### src/rtl/giraffe_adc_if.sv
// ADC/host-side signal bundle for the giraffe_adc bridge.
// master = the bridge (drives the ADC control pins and the UART line).
interface giraffe_adc_if #(
    parameter int N_bit = 6
);
    logic             calib_ena_FPGA;
    logic             adc_ack;
    logic             adc_ack_sub;
    logic [N_bit-1:0] dout_adc;
    logic             tx2M;
    logic             rstn_adc;
    logic             clk_adc;
    logic             calib_ena_adc;

    modport master (
        input  calib_ena_FPGA, adc_ack, adc_ack_sub, dout_adc,
        output tx2M, rstn_adc, clk_adc, calib_ena_adc
    );

    modport slave (
        output calib_ena_FPGA, adc_ack, adc_ack_sub, dout_adc,
        input  tx2M, rstn_adc, clk_adc, calib_ena_adc
    );
endinterface

### src/rtl/giraffe_adc.sv
// SAR ADC test-chip bridge: divides clk_50M into clk_adc, drives ADC reset/calibration,
// captures each sub-conversion word and streams it to the host as one 8-N-1 UART byte.
module giraffe_adc #(
    parameter int BAUDRATE = 1_200_000,
    parameter int FREQ     = 50_000_000,
    parameter int N_start  = 1,
    parameter int N_data   = 8,
    parameter int N_stop   = 1,
    parameter int N_bit    = 6,
    parameter int NUM_DIV  = 5_000
) (
    input  logic          clk_50M,
    input  logic          nrst,
    giraffe_adc_if.master bus
);
    localparam int BIT_DIV   = FREQ / BAUDRATE;
    localparam int START_LEN = N_start * BIT_DIV;
    localparam int STOP_LEN  = N_stop * BIT_DIV;
    localparam int MAX_A     = (START_LEN > STOP_LEN) ? START_LEN : STOP_LEN;
    localparam int CNT_MAX   = (MAX_A > BIT_DIV) ? MAX_A : BIT_DIV;
    localparam int CW        = $clog2(CNT_MAX + 1);
    localparam int DW        = $clog2(NUM_DIV);
    localparam int IW        = (N_data > 1) ? $clog2(N_data) : 1;

    localparam logic [CW-1:0] START_LAST = CW'(START_LEN - 1);
    localparam logic [CW-1:0] STOP_LAST  = CW'(STOP_LEN - 1);
    localparam logic [CW-1:0] BIT_LAST   = CW'(BIT_DIV - 1);
    localparam logic [IW-1:0] DATA_LAST  = IW'(N_data - 1);
    localparam logic [DW-1:0] DIV_LAST   = DW'(NUM_DIV - 1);
    localparam logic [DW-1:0] DIV_HALF   = DW'(NUM_DIV / 2);

    typedef enum logic [1:0] {IDLE, START, DATA, STOP} state_t;

    // ---------------- front end: divider, synchronizers, holding register
    logic [1:0]             calib_sync_q, calib_sync_d;
    logic [1:0]             ack_sync_q, ack_sync_d;
    logic [1:0]             sub_sync_q, sub_sync_d;
    logic                   sub_prev_q, sub_prev_d;
    logic [1:0][N_bit-1:0]  dout_sync_q, dout_sync_d;
    logic [N_data-1:0]      buf_q, buf_d;
    logic                   full_q, full_d;
    logic [DW-1:0]          div_cnt_q, div_cnt_d;
    logic                   clk_adc_q, clk_adc_d;
    logic                   rstn_adc_q, rstn_adc_d;
    logic                   sub_rise;
    logic [N_data-1:0]      word;
    logic                   take;

    always_comb begin
        calib_sync_d = {calib_sync_q[0], bus.calib_ena_FPGA};
        ack_sync_d   = {ack_sync_q[0], bus.adc_ack};
        sub_sync_d   = {sub_sync_q[0], bus.adc_ack_sub};
        dout_sync_d  = {dout_sync_q[0], bus.dout_adc};
        sub_prev_d   = sub_sync_q[1];
        sub_rise     = sub_sync_q[1] & ~sub_prev_q;

        // {frame marker, calibration flag, zero pad, ADC word}
        word                 = '0;
        word[N_bit-1:0]      = dout_sync_q[1];
        word[N_data-1]       = ack_sync_q[1];
        word[N_data-2]       = calib_sync_q[1];

        // A fresh capture wins over a same-cycle hand-off to the transmitter
        buf_d  = buf_q;
        full_d = full_q;
        if (take) full_d = 1'b0;
        if (sub_rise) begin
            buf_d  = word;
            full_d = 1'b1;
        end

        div_cnt_d  = (div_cnt_q == DIV_LAST) ? '0 : div_cnt_q + DW'(1);
        clk_adc_d  = (div_cnt_q < DIV_HALF);
        rstn_adc_d = 1'b1;
    end

    always_ff @(posedge clk_50M or posedge nrst) begin
        if (nrst) begin
            calib_sync_q <= '0;
            ack_sync_q   <= '0;
            sub_sync_q   <= '0;
            sub_prev_q   <= 1'b0;
            dout_sync_q  <= '0;
            buf_q        <= '0;
            full_q       <= 1'b0;
            div_cnt_q    <= '0;
            clk_adc_q    <= 1'b0;
            rstn_adc_q   <= 1'b0;
        end else begin
            calib_sync_q <= calib_sync_d;
            ack_sync_q   <= ack_sync_d;
            sub_sync_q   <= sub_sync_d;
            sub_prev_q   <= sub_prev_d;
            dout_sync_q  <= dout_sync_d;
            buf_q        <= buf_d;
            full_q       <= full_d;
            div_cnt_q    <= div_cnt_d;
            clk_adc_q    <= clk_adc_d;
            rstn_adc_q   <= rstn_adc_d;
        end
    end

    // ---------------- UART transmitter
    state_t            state_q, state_d;
    logic [CW-1:0]     cnt_q, cnt_d;
    logic [IW-1:0]     bit_q, bit_d;
    logic [N_data-1:0] shift_q, shift_d;
    logic              tx_q, tx_d;

    // tx_d follows the next state so the line changes on the same edge as the state
    always_comb begin
        state_d = state_q;
        cnt_d   = cnt_q + CW'(1);
        bit_d   = bit_q;
        shift_d = shift_q;
        tx_d    = tx_q;
        take    = 1'b0;
        case (state_q)
            IDLE: begin
                cnt_d = '0;
                tx_d  = 1'b1;
                if (full_q) begin
                    take    = 1'b1;
                    shift_d = buf_q;
                    state_d = START;
                    tx_d    = 1'b0;
                end
            end
            START: begin
                if (cnt_q == START_LAST) begin
                    cnt_d   = '0;
                    bit_d   = '0;
                    state_d = DATA;
                    tx_d    = shift_q[0];
                end
            end
            DATA: begin
                if (cnt_q == BIT_LAST) begin
                    cnt_d = '0;
                    if (bit_q == DATA_LAST) begin
                        state_d = STOP;
                        tx_d    = 1'b1;
                    end else begin
                        bit_d   = bit_q + IW'(1);
                        shift_d = shift_q >> 1;
                        tx_d    = shift_q[1];
                    end
                end
            end
            STOP: begin
                if (cnt_q == STOP_LAST) begin
                    cnt_d   = '0;
                    state_d = IDLE;
                    tx_d    = 1'b1;
                end
            end
            default: begin
                cnt_d   = '0;
                state_d = IDLE;
                tx_d    = 1'b1;
            end
        endcase
    end

    always_ff @(posedge clk_50M or posedge nrst) begin
        if (nrst) begin
            state_q <= IDLE;
            cnt_q   <= '0;
            bit_q   <= '0;
            shift_q <= '0;
            tx_q    <= 1'b1;
        end else begin
            state_q <= state_d;
            cnt_q   <= cnt_d;
            bit_q   <= bit_d;
            shift_q <= shift_d;
            tx_q    <= tx_d;
        end
    end

    assign bus.tx2M          = tx_q;
    assign bus.clk_adc       = clk_adc_q;
    assign bus.rstn_adc      = rstn_adc_q;
    assign bus.calib_ena_adc = calib_sync_q[1];
endmodule

### src/flat_wrapper.sv
// flat-port wrapper written by rule: the top's interface ports become plain ports
module giraffe_adc_flat 
#(
    parameter int BAUDRATE = 1_200_000,
    parameter int FREQ     = 50_000_000,
    parameter int N_start  = 1,
    parameter int N_data   = 8,
    parameter int N_stop   = 1,
    parameter int N_bit    = 6,
    parameter int NUM_DIV  = 5_000
)
  (clk_50M, nrst, bus_calib_ena_FPGA, bus_adc_ack, bus_adc_ack_sub, bus_dout_adc, bus_tx2M, bus_rstn_adc, bus_clk_adc, bus_calib_ena_adc);
  giraffe_adc_if #(.N_bit(N_bit)) bus_i ();
  input  logic clk_50M;
  input  logic nrst;
  input wire logic [$bits(bus_i.calib_ena_FPGA)-1:0] bus_calib_ena_FPGA;
  input wire logic [$bits(bus_i.adc_ack)-1:0] bus_adc_ack;
  input wire logic [$bits(bus_i.adc_ack_sub)-1:0] bus_adc_ack_sub;
  input wire logic [$bits(bus_i.dout_adc)-1:0] bus_dout_adc;
  output wire logic [$bits(bus_i.tx2M)-1:0] bus_tx2M;
  output wire logic [$bits(bus_i.rstn_adc)-1:0] bus_rstn_adc;
  output wire logic [$bits(bus_i.clk_adc)-1:0] bus_clk_adc;
  output wire logic [$bits(bus_i.calib_ena_adc)-1:0] bus_calib_ena_adc;
  assign bus_i.calib_ena_FPGA = bus_calib_ena_FPGA;
  assign bus_i.adc_ack = bus_adc_ack;
  assign bus_i.adc_ack_sub = bus_adc_ack_sub;
  assign bus_i.dout_adc = bus_dout_adc;
  assign bus_tx2M = bus_i.tx2M;
  assign bus_rstn_adc = bus_i.rstn_adc;
  assign bus_clk_adc = bus_i.clk_adc;
  assign bus_calib_ena_adc = bus_i.calib_ena_adc;
  giraffe_adc #(.BAUDRATE(BAUDRATE), .FREQ(FREQ), .N_start(N_start), .N_data(N_data), .N_stop(N_stop), .N_bit(N_bit), .NUM_DIV(NUM_DIV)) u_core (.clk_50M(clk_50M), .nrst(nrst), .bus(bus_i));
endmodule
### config.mk
export PLATFORM = sky130hd
export DESIGN_NAME = giraffe_adc_flat
export DESIGN_NICKNAME = d
export VERILOG_FILES = /design/src/rtl/giraffe_adc_if.sv /design/src/rtl/giraffe_adc.sv /design/src/flat_wrapper.sv
export SDC_FILE = /design/constraint.sdc
export NUM_CORES = 1
export LEC_CHECK = 0
export CAP_MARGIN = 20
export CORE_ASPECT_RATIO = 2
export CORE_MARGIN = 2
export CORE_UTILIZATION = 30
export CTS_BUF_LIST = sky130_fd_sc_hd__clkbuf_4 sky130_fd_sc_hd__clkbuf_8
export CTS_CLUSTER_DIAMETER = 80
export DETAILED_ROUTE_END_ITERATION = 10
export PLACE_DENSITY = 0.52
export SLEW_MARGIN = 20
export SYNTH_ARGS = -nofsm -noshare
export SYNTH_HDL_FRONTEND = slang
export SYNTH_SLANG_ARGS = --single-unit
### constraint.sdc
create_clock -name clk_50M -period 2.14 [get_ports clk_50M]
set_clock_uncertainty 0.2 [all_clocks]
set_input_delay 0.428 -clock clk_50M [delete_from_list [all_inputs] [get_ports clk_50M]]
set_output_delay 0.428 -clock clk_50M [all_outputs]
set_load 0.02 [all_outputs]
-- Yosys cells after proc, flatten, opt, wreduce, memory -nomap -nowiden
Index checks and enable logic that the tools add are counted.
W data, S select, Z words.
- input bits: 11
- output and inout port bits: 4
- flip-flop bits (word level): 63
- logic and storage cells: 70
- mux-type cells: 27
- equal/unequal tests: 12
- reduce and logical (&&, ||, !) cells: 9
- bitwise operators: 2
- add/subtract/negate cells: 3
- $lt $le $gt $ge: 1
- operators with widths (cell ; count):
    $mux W8 ; 3
    $pmux W8 S2 ; 1
    $add A13 B1 Y13 const B ; 1
    $eq A13 B13 Y1 const B ; 1
    $lt A13 B12 Y1 const B ; 1
    $mux W13 ; 1
    $pmux W6 S2 ; 1
    $mux W2 ; 5
    $ne A2 B1 Y1 const B ; 5
    $mux W1 ; 9
    $mux W3 ; 3
    $pmux W2 S4 ; 1
    $reduce_and A4 Y1 ; 2
    $add A6 B1 Y6 const B ; 1
    $eq A6 B6 Y1 const B ; 1
    $mux W6 ; 1
    $pmux W3 S2 ; 1
    $reduce_bool A2 Y1 ; 3
    $reduce_and A5 Y1 ; 1
    $eq A2 B2 Y1 const B ; 2
    $pmux W1 S4 ; 1
    $add A3 B1 Y3 const B ; 1
    $eq A3 B3 Y1 const B ; 1
    $reduce_and A3 Y1 ; 1
    6 further kinds ; 6

-- Longest topological paths before layout
- word-level depth: 4
- gate-level depth with buffers: 7
- depth with buffers taken out: 6

-- Worst setup path after synthesis
No wires, ideal clock.
- path type: register to register
- from: reg u_core.bit_q[0]
- to: reg u_core.state_q[1]
- slack: 0.206 ns
- data arrival time: 1.609 ns
- setup time: 0.125 ns
- required time: 1.815 ns
- buffers on the path: 0
- period minus slack after synthesis: 1.934 ns
- cell stages (with the launch flop): 7
- cells stage by stage: dfrtp_1 ha_1 ha_1 inv_1 a211o_1 a21oi_2 mux2_2
- word-level cells in the longest chain between the ends: 3
- ends and longest elaborated chain (element ; line ; source):
    from (decl) ; giraffe_adc.sv:106 ; logic [IW-1:0] bit_q, bit_d;
    from (signal assigned) ; giraffe_adc.sv:175 ; bit_q <= bit_d;
    $eq A3 B3 Y1 ; giraffe_adc.sv:140 ; if (bit_q == DATA_LAST) begin
    $ne A2 B1 Y1 (no line) ; n/a ;
    $reduce_and A5 Y1 (no line) ; n/a ;
    to (signal assigned) ; giraffe_adc.sv:173 ; state_q <= state_d;
    to (decl) ; giraffe_adc.sv:104 ; state_t state_q, state_d;
Every way passes these cells.
A chain may end at the register's enable or synchronous reset.

-- Final worst setup path
Ends and elaborated chain as after synthesis.

==> summary.md <==
The logic depth of the worst register-to-register path is 6, and the yosys synthesis warning count is 0. Summed over all nets, the switching power comes to 1.12 mW. After global routing the overflow that remains totals 0. The hold-fix buffer count after cts came out at 0. The worst hold path begins at u_core.dout_sync_d[9].

The die is 70.3 µm wide. The run gives 11.6% as the total routing resource utilization after global routing. The total area inside the core boundary comes to 8590 µm². The number of vias in the routed layout is 1675, and the number of sinks on the clock net is 63.

The final total negative setup slack is 0 ns, and the effective utilization at floorplan is 30.7%. The part of the total power dissipated in the clock network is 31.0%. Sequential cells burn 42.2% of the power. The signal on the critical path passes through ha_1 -> ha_1 -> inv_1 -> a211o_1 -> a21oi_2 -> mux2_2. The net switching share of the total power is 30.6%, and the buffers plus inverters on the worst setup path is 1.

The die covers 9590 µm². The detailed-route wire length per cell is 13.7 µm. The slowest stage of the critical path is the sky130_fd_sc_hd__dfrtp_1 cell. The worst min-delay path class is flop to flop.

The relative area change from synthesis to final layout was 21.7%. Counting flops with a built-in enable in the synthesized netlist gives 0. After synthesis, the netlist uses 47 different library cells. The most common cell type on the critical path was sky130_fd_sc_hd__ha_1.

The post-synthesis instance area was 2630 µm². In the routed design, unresolved DRC markers number 0. Terminus of the critical flop-to-flop path: u_core.state_q[1]. The DRC marker count from the first detailed-route iteration was 56; the number of setup violations in the final report was 0. IR analysis of the VDD net gives a maximum drop of 0.446 mV. The number of antenna violations at the first check in global routing was 0; the async set-reset flop share out of synthesis was 100%.

The HPWL after detailed placement is 3370 µm. Routability-driven placement finished with a final weighted congestion of 0.822. The sequential fraction of the synthesis area was 59.9%; the arrival time of data at the critical path endpoint was 2.04 ns. Entering global routing, the biggest net connects 41 pins. The detail-routed via count per cell is 4.81. Clock root buffer: sky130_fd_sc_hd__clkbuf_8. Synthesis inferred 63 register bits.

For the synthesized instance count, the log shows 212. The endpoint with the worst hold slack is u_core.dout_sync_q[9]. The average instance area after synthesis came out at 12.4 µm². The delay contributed by the slowest stage of the critical path is 0.39 ns, and the cell internal power dissipation is 2.54 mW. The logs give 0 for the count of final hold-check violations and 0.35 ns for the worst-skew pair later-pin latency. Cell depth of the worst hold path: 0. In this run the worst path has a maximum fanout of 4.

The net count reported at finish is 264. The power density over the cells was 1140 nW/µm²; the maximum buffer depth of the clock tree was 2. The tools report the kind of start point of the critical path as a flop.

The final critical path time including I/O delays and setup came out at 2.00 ns. TritonCTS built the clock tree. The die is 137 µm tall.

Port buffering added 14 buffers. The number of global-route vias before repair is 1748, and the total wire length after detailed routing is 4760 µm. Static timing analysis puts the maximum clock frequency at 0.499 GHz. The number of top-level pins is 15, and the max capacitance violation total is 0. Of the cells placed in the final design, the portion with a size suffix greater than 1 is 19.8%.

Among cell families on the critical path, the largest total delay comes from compound AO/OA/AOI/OAI gates. The run gives 233 as the number of nets in the synthesized netlist. Once the clock tree was built, the setup fixing pass inserted 0 buffers. The tools report the slack of the critical path as 0.136 ns. Number of gates resized after CTS: 1.

The tools report the register-to-register setup slack as 0.14 ns. The part of the cycle the worst path needs came out at 93.6%. The required time of the critical path is 2.17 ns. The flow ran to the end, and the final reports show no timing, DRC or antenna violations. STA classifies the critical path endpoint as a flop. Setup repair after global routing left no endpoint under its margin. In this run the remaining antenna-violating nets after routing total 0. The number of rows created at floorplan was 48.

The static leakage came out at 1.40 nW. In the synthesized netlist the dominant register cell turns out to be sky130_fd_sc_hd__dfrtp_1. Before antenna repair, the detailed router went through 4 iterations. The worst hold margin is 0.147 ns, and the max-slew violation count is 0. In this run, the combinational gates consume 26.8% of the power.

Clock tree synthesis inserted a total of 9 buffers. The count of H-tree levels built during CTS was 3. The critical path in this run is classified as flop to flop. The repair_antennas step left the layout with diodes totalling 0.

The worst register-to-register path begins at u_core.bit_q[0]. The first global-routing pass estimated 8390 µm of wire. The CTS clock-pin slew for the worst setup and hold paths was 0.07 ns; the worst slack after detailed placement was 0.0808 ns.
==> worst max path at each step <==
stage	start	end	slack [ns]	cells after the start
6_report	u_core.bit_q[0]	u_core.state_q[1]	0.14	6
5_1_grt	u_core.bit_q[0]	u_core.bus.tx2M	0.03	6
4_1_cts	u_core.state_q[0]	u_core.state_q[1]	0.07	6
3_5_place_dp	u_core.state_q[0]	u_core.state_q[1]	0.08	6
3_3_place_gp	u_core.bit_q[0]	u_core.bus.tx2M	0.12	6
2_1_floorplan	u_core.bit_q[0]	u_core.state_q[1]	0.21	6
==> power by group through the flow <==
stage          sequential [mW]  clock [mW]  combinational [mW]
4_1_cts                   1.55        1.19               0.984
5_1_grt                   1.57        1.24                1.10
3_3_place_gp              1.57           0               0.969
6_report                  1.55        1.14               0.983
3_5_place_dp              1.57           0               0.990
2_1_floorplan             1.55           0               0.720
==> cells by family after synthesis <==
group           synth area share [%]
compound gates                  9.65
xor+xnor                        4.32
fa+ha+maj                       4.75
buf+inv                         2.38
flops                           59.9
mux                             5.84
other cells                    0.142
simple gates                    13.0
==> area by class of cell <==
| cell class | count | area (µm²) |
|---|---|---|
| fillers | 841 | 5380 |
| clock inverters | 7 | 97.6 |
| flip-flops and latches | 63 | 1580 |
| multi-input cells | 133 | 997 |
| clock buffers | 9 | 124 |
| well taps | 100 | 125 |
| inverters | 10 | 41.3 |
| repair buffers | 26 | 241 |
==> cells in the final DEF, fill, tap and decap left out, types with 2 or more instances in the layout <==
cell / instances
sky130_fd_sc_hd__nor3_1: 4
sky130_fd_sc_hd__o22ai_1: 11
sky130_fd_sc_hd__clkinv_4: 2
sky130_fd_sc_hd__xnor2_1: 7
sky130_fd_sc_hd__nor2_1: 10
sky130_fd_sc_hd__bufinv_16: 2
sky130_fd_sc_hd__nand2_1: 7
sky130_fd_sc_hd__nand4_1: 5
sky130_fd_sc_hd__and3_1: 3
sky130_fd_sc_hd__a211o_1: 2
sky130_fd_sc_hd__clkbuf_8: 9
sky130_fd_sc_hd__clkinvlp_4: 3
sky130_fd_sc_hd__mux2i_1: 3
sky130_fd_sc_hd__a2bb2oi_1: 2
sky130_fd_sc_hd__nand3_1: 10
sky130_fd_sc_hd__ha_1: 9
sky130_fd_sc_hd__mux2_2: 11
sky130_fd_sc_hd__nor2b_1: 2
sky130_fd_sc_hd__and2_1: 2
sky130_fd_sc_hd__inv_1: 9
sky130_fd_sc_hd__buf_4: 11
sky130_fd_sc_hd__xor2_1: 6
sky130_fd_sc_hd__a21oi_2: 2
sky130_fd_sc_hd__clkdlybuf4s50_1: 13
sky130_fd_sc_hd__nand2b_1: 2
sky130_fd_sc_hd__a21oi_1: 8
sky130_fd_sc_hd__o21ai_0: 4
sky130_fd_sc_hd__a22o_1: 2
sky130_fd_sc_hd__dfrtp_1: 62
==> per-stage QoR <==
stage / instance area (µm²) / util, % / cells / total power, mW
final: 3200 / 37.3 / 348 / 3.67
after global routing: 3200 / 37.3 / 348 / 3.92
after CTS: 3200 / 37.3 / 348 / 3.72
after detailed placement: 2980 / 34.7 / 332 / 2.56
after global placement: 2980 / 34.7 / 332 / 2.54
after floorplan: 2640 / - / 212 / 2.27
==> sequential cells by signal, indices dropped and copies added, names as in the netlist <==
register	flops
u_core.sub_sync_q	2
u_core.bus.rstn_adc	1
u_core.dout_sync_d	6
u_core.ack_sync_q	2
u_core.cnt_q	6
u_core.div_cnt_q	13
u_core.calib_sync_q	2
u_core.bus.clk_adc	1
u_core.bus.tx2M	1
u_core.sub_prev_q	1
u_core.full_q	1
u_core.dout_sync_q	6
u_core.buf_q	8
u_core.shift_q	8
u_core.bit_q	3
u_core.state_q	2
==> per-layer routing <==
metal	share of wire, %	vias up	wire length, µm	global-route usage (%)
met5	0	-	0	0
met4	2.8	0	131	7.37
met3	2.5	11	117	3.83
met2	55	20	2610	19.3
met1	40	831	1890	12.5
li1	-	813	-	-
==> worst reg2reg max path: cells and delay by family, from the launching register on <==
kind	cells	cell delay, ns
multiplexers	1	0.35
buffers and inverters	1	0.11
adder cells (fa/ha/maj)	2	0.39
flip-flops	1	0.39
AO/OA/AOI/OAI	2	0.46
==> synth_stat cells, types with 2 or more instances <==
| master | instances | share of area, % |
|---|---|---|
| sky130_fd_sc_hd__xor2_1 | 6 | 2.0 |
| sky130_fd_sc_hd__o21ai_0 | 4 | 0.76 |
| sky130_fd_sc_hd__xnor2_1 | 7 | 2.3 |
| sky130_fd_sc_hd__nor3_1 | 4 | 0.76 |
| sky130_fd_sc_hd__a21oi_1 | 8 | 1.5 |
| sky130_fd_sc_hd__nand4_1 | 5 | 1.2 |
| sky130_fd_sc_hd__nand2b_1 | 2 | 0.47 |
| sky130_fd_sc_hd__inv_1 | 10 | 1.4 |
| sky130_fd_sc_hd__mux2_2 | 11 | 4.7 |
| sky130_fd_sc_hd__dfrtp_1 | 62 | 59 |
| sky130_fd_sc_hd__a211o_1 | 2 | 0.67 |
| sky130_fd_sc_hd__nor2b_1 | 2 | 0.47 |
| sky130_fd_sc_hd__clkbuf_1 | 3 | 0.43 |
| sky130_fd_sc_hd__mux2i_1 | 3 | 1.1 |
| sky130_fd_sc_hd__nand3_1 | 10 | 1.9 |
| sky130_fd_sc_hd__a22o_1 | 2 | 0.67 |
| sky130_fd_sc_hd__a2bb2oi_1 | 2 | 0.67 |
| sky130_fd_sc_hd__a21oi_2 | 2 | 0.67 |
| sky130_fd_sc_hd__o22ai_1 | 11 | 2.6 |
| sky130_fd_sc_hd__buf_2 | 2 | 0.38 |
| sky130_fd_sc_hd__and3_1 | 3 | 0.71 |
| sky130_fd_sc_hd__nand2_1 | 7 | 1.0 |
| sky130_fd_sc_hd__and2_1 | 2 | 0.47 |
| sky130_fd_sc_hd__ha_1 | 10 | 4.8 |
| sky130_fd_sc_hd__nor2_1 | 10 | 1.4 |
No activity file was read; power rests on OpenSTA's default activity.
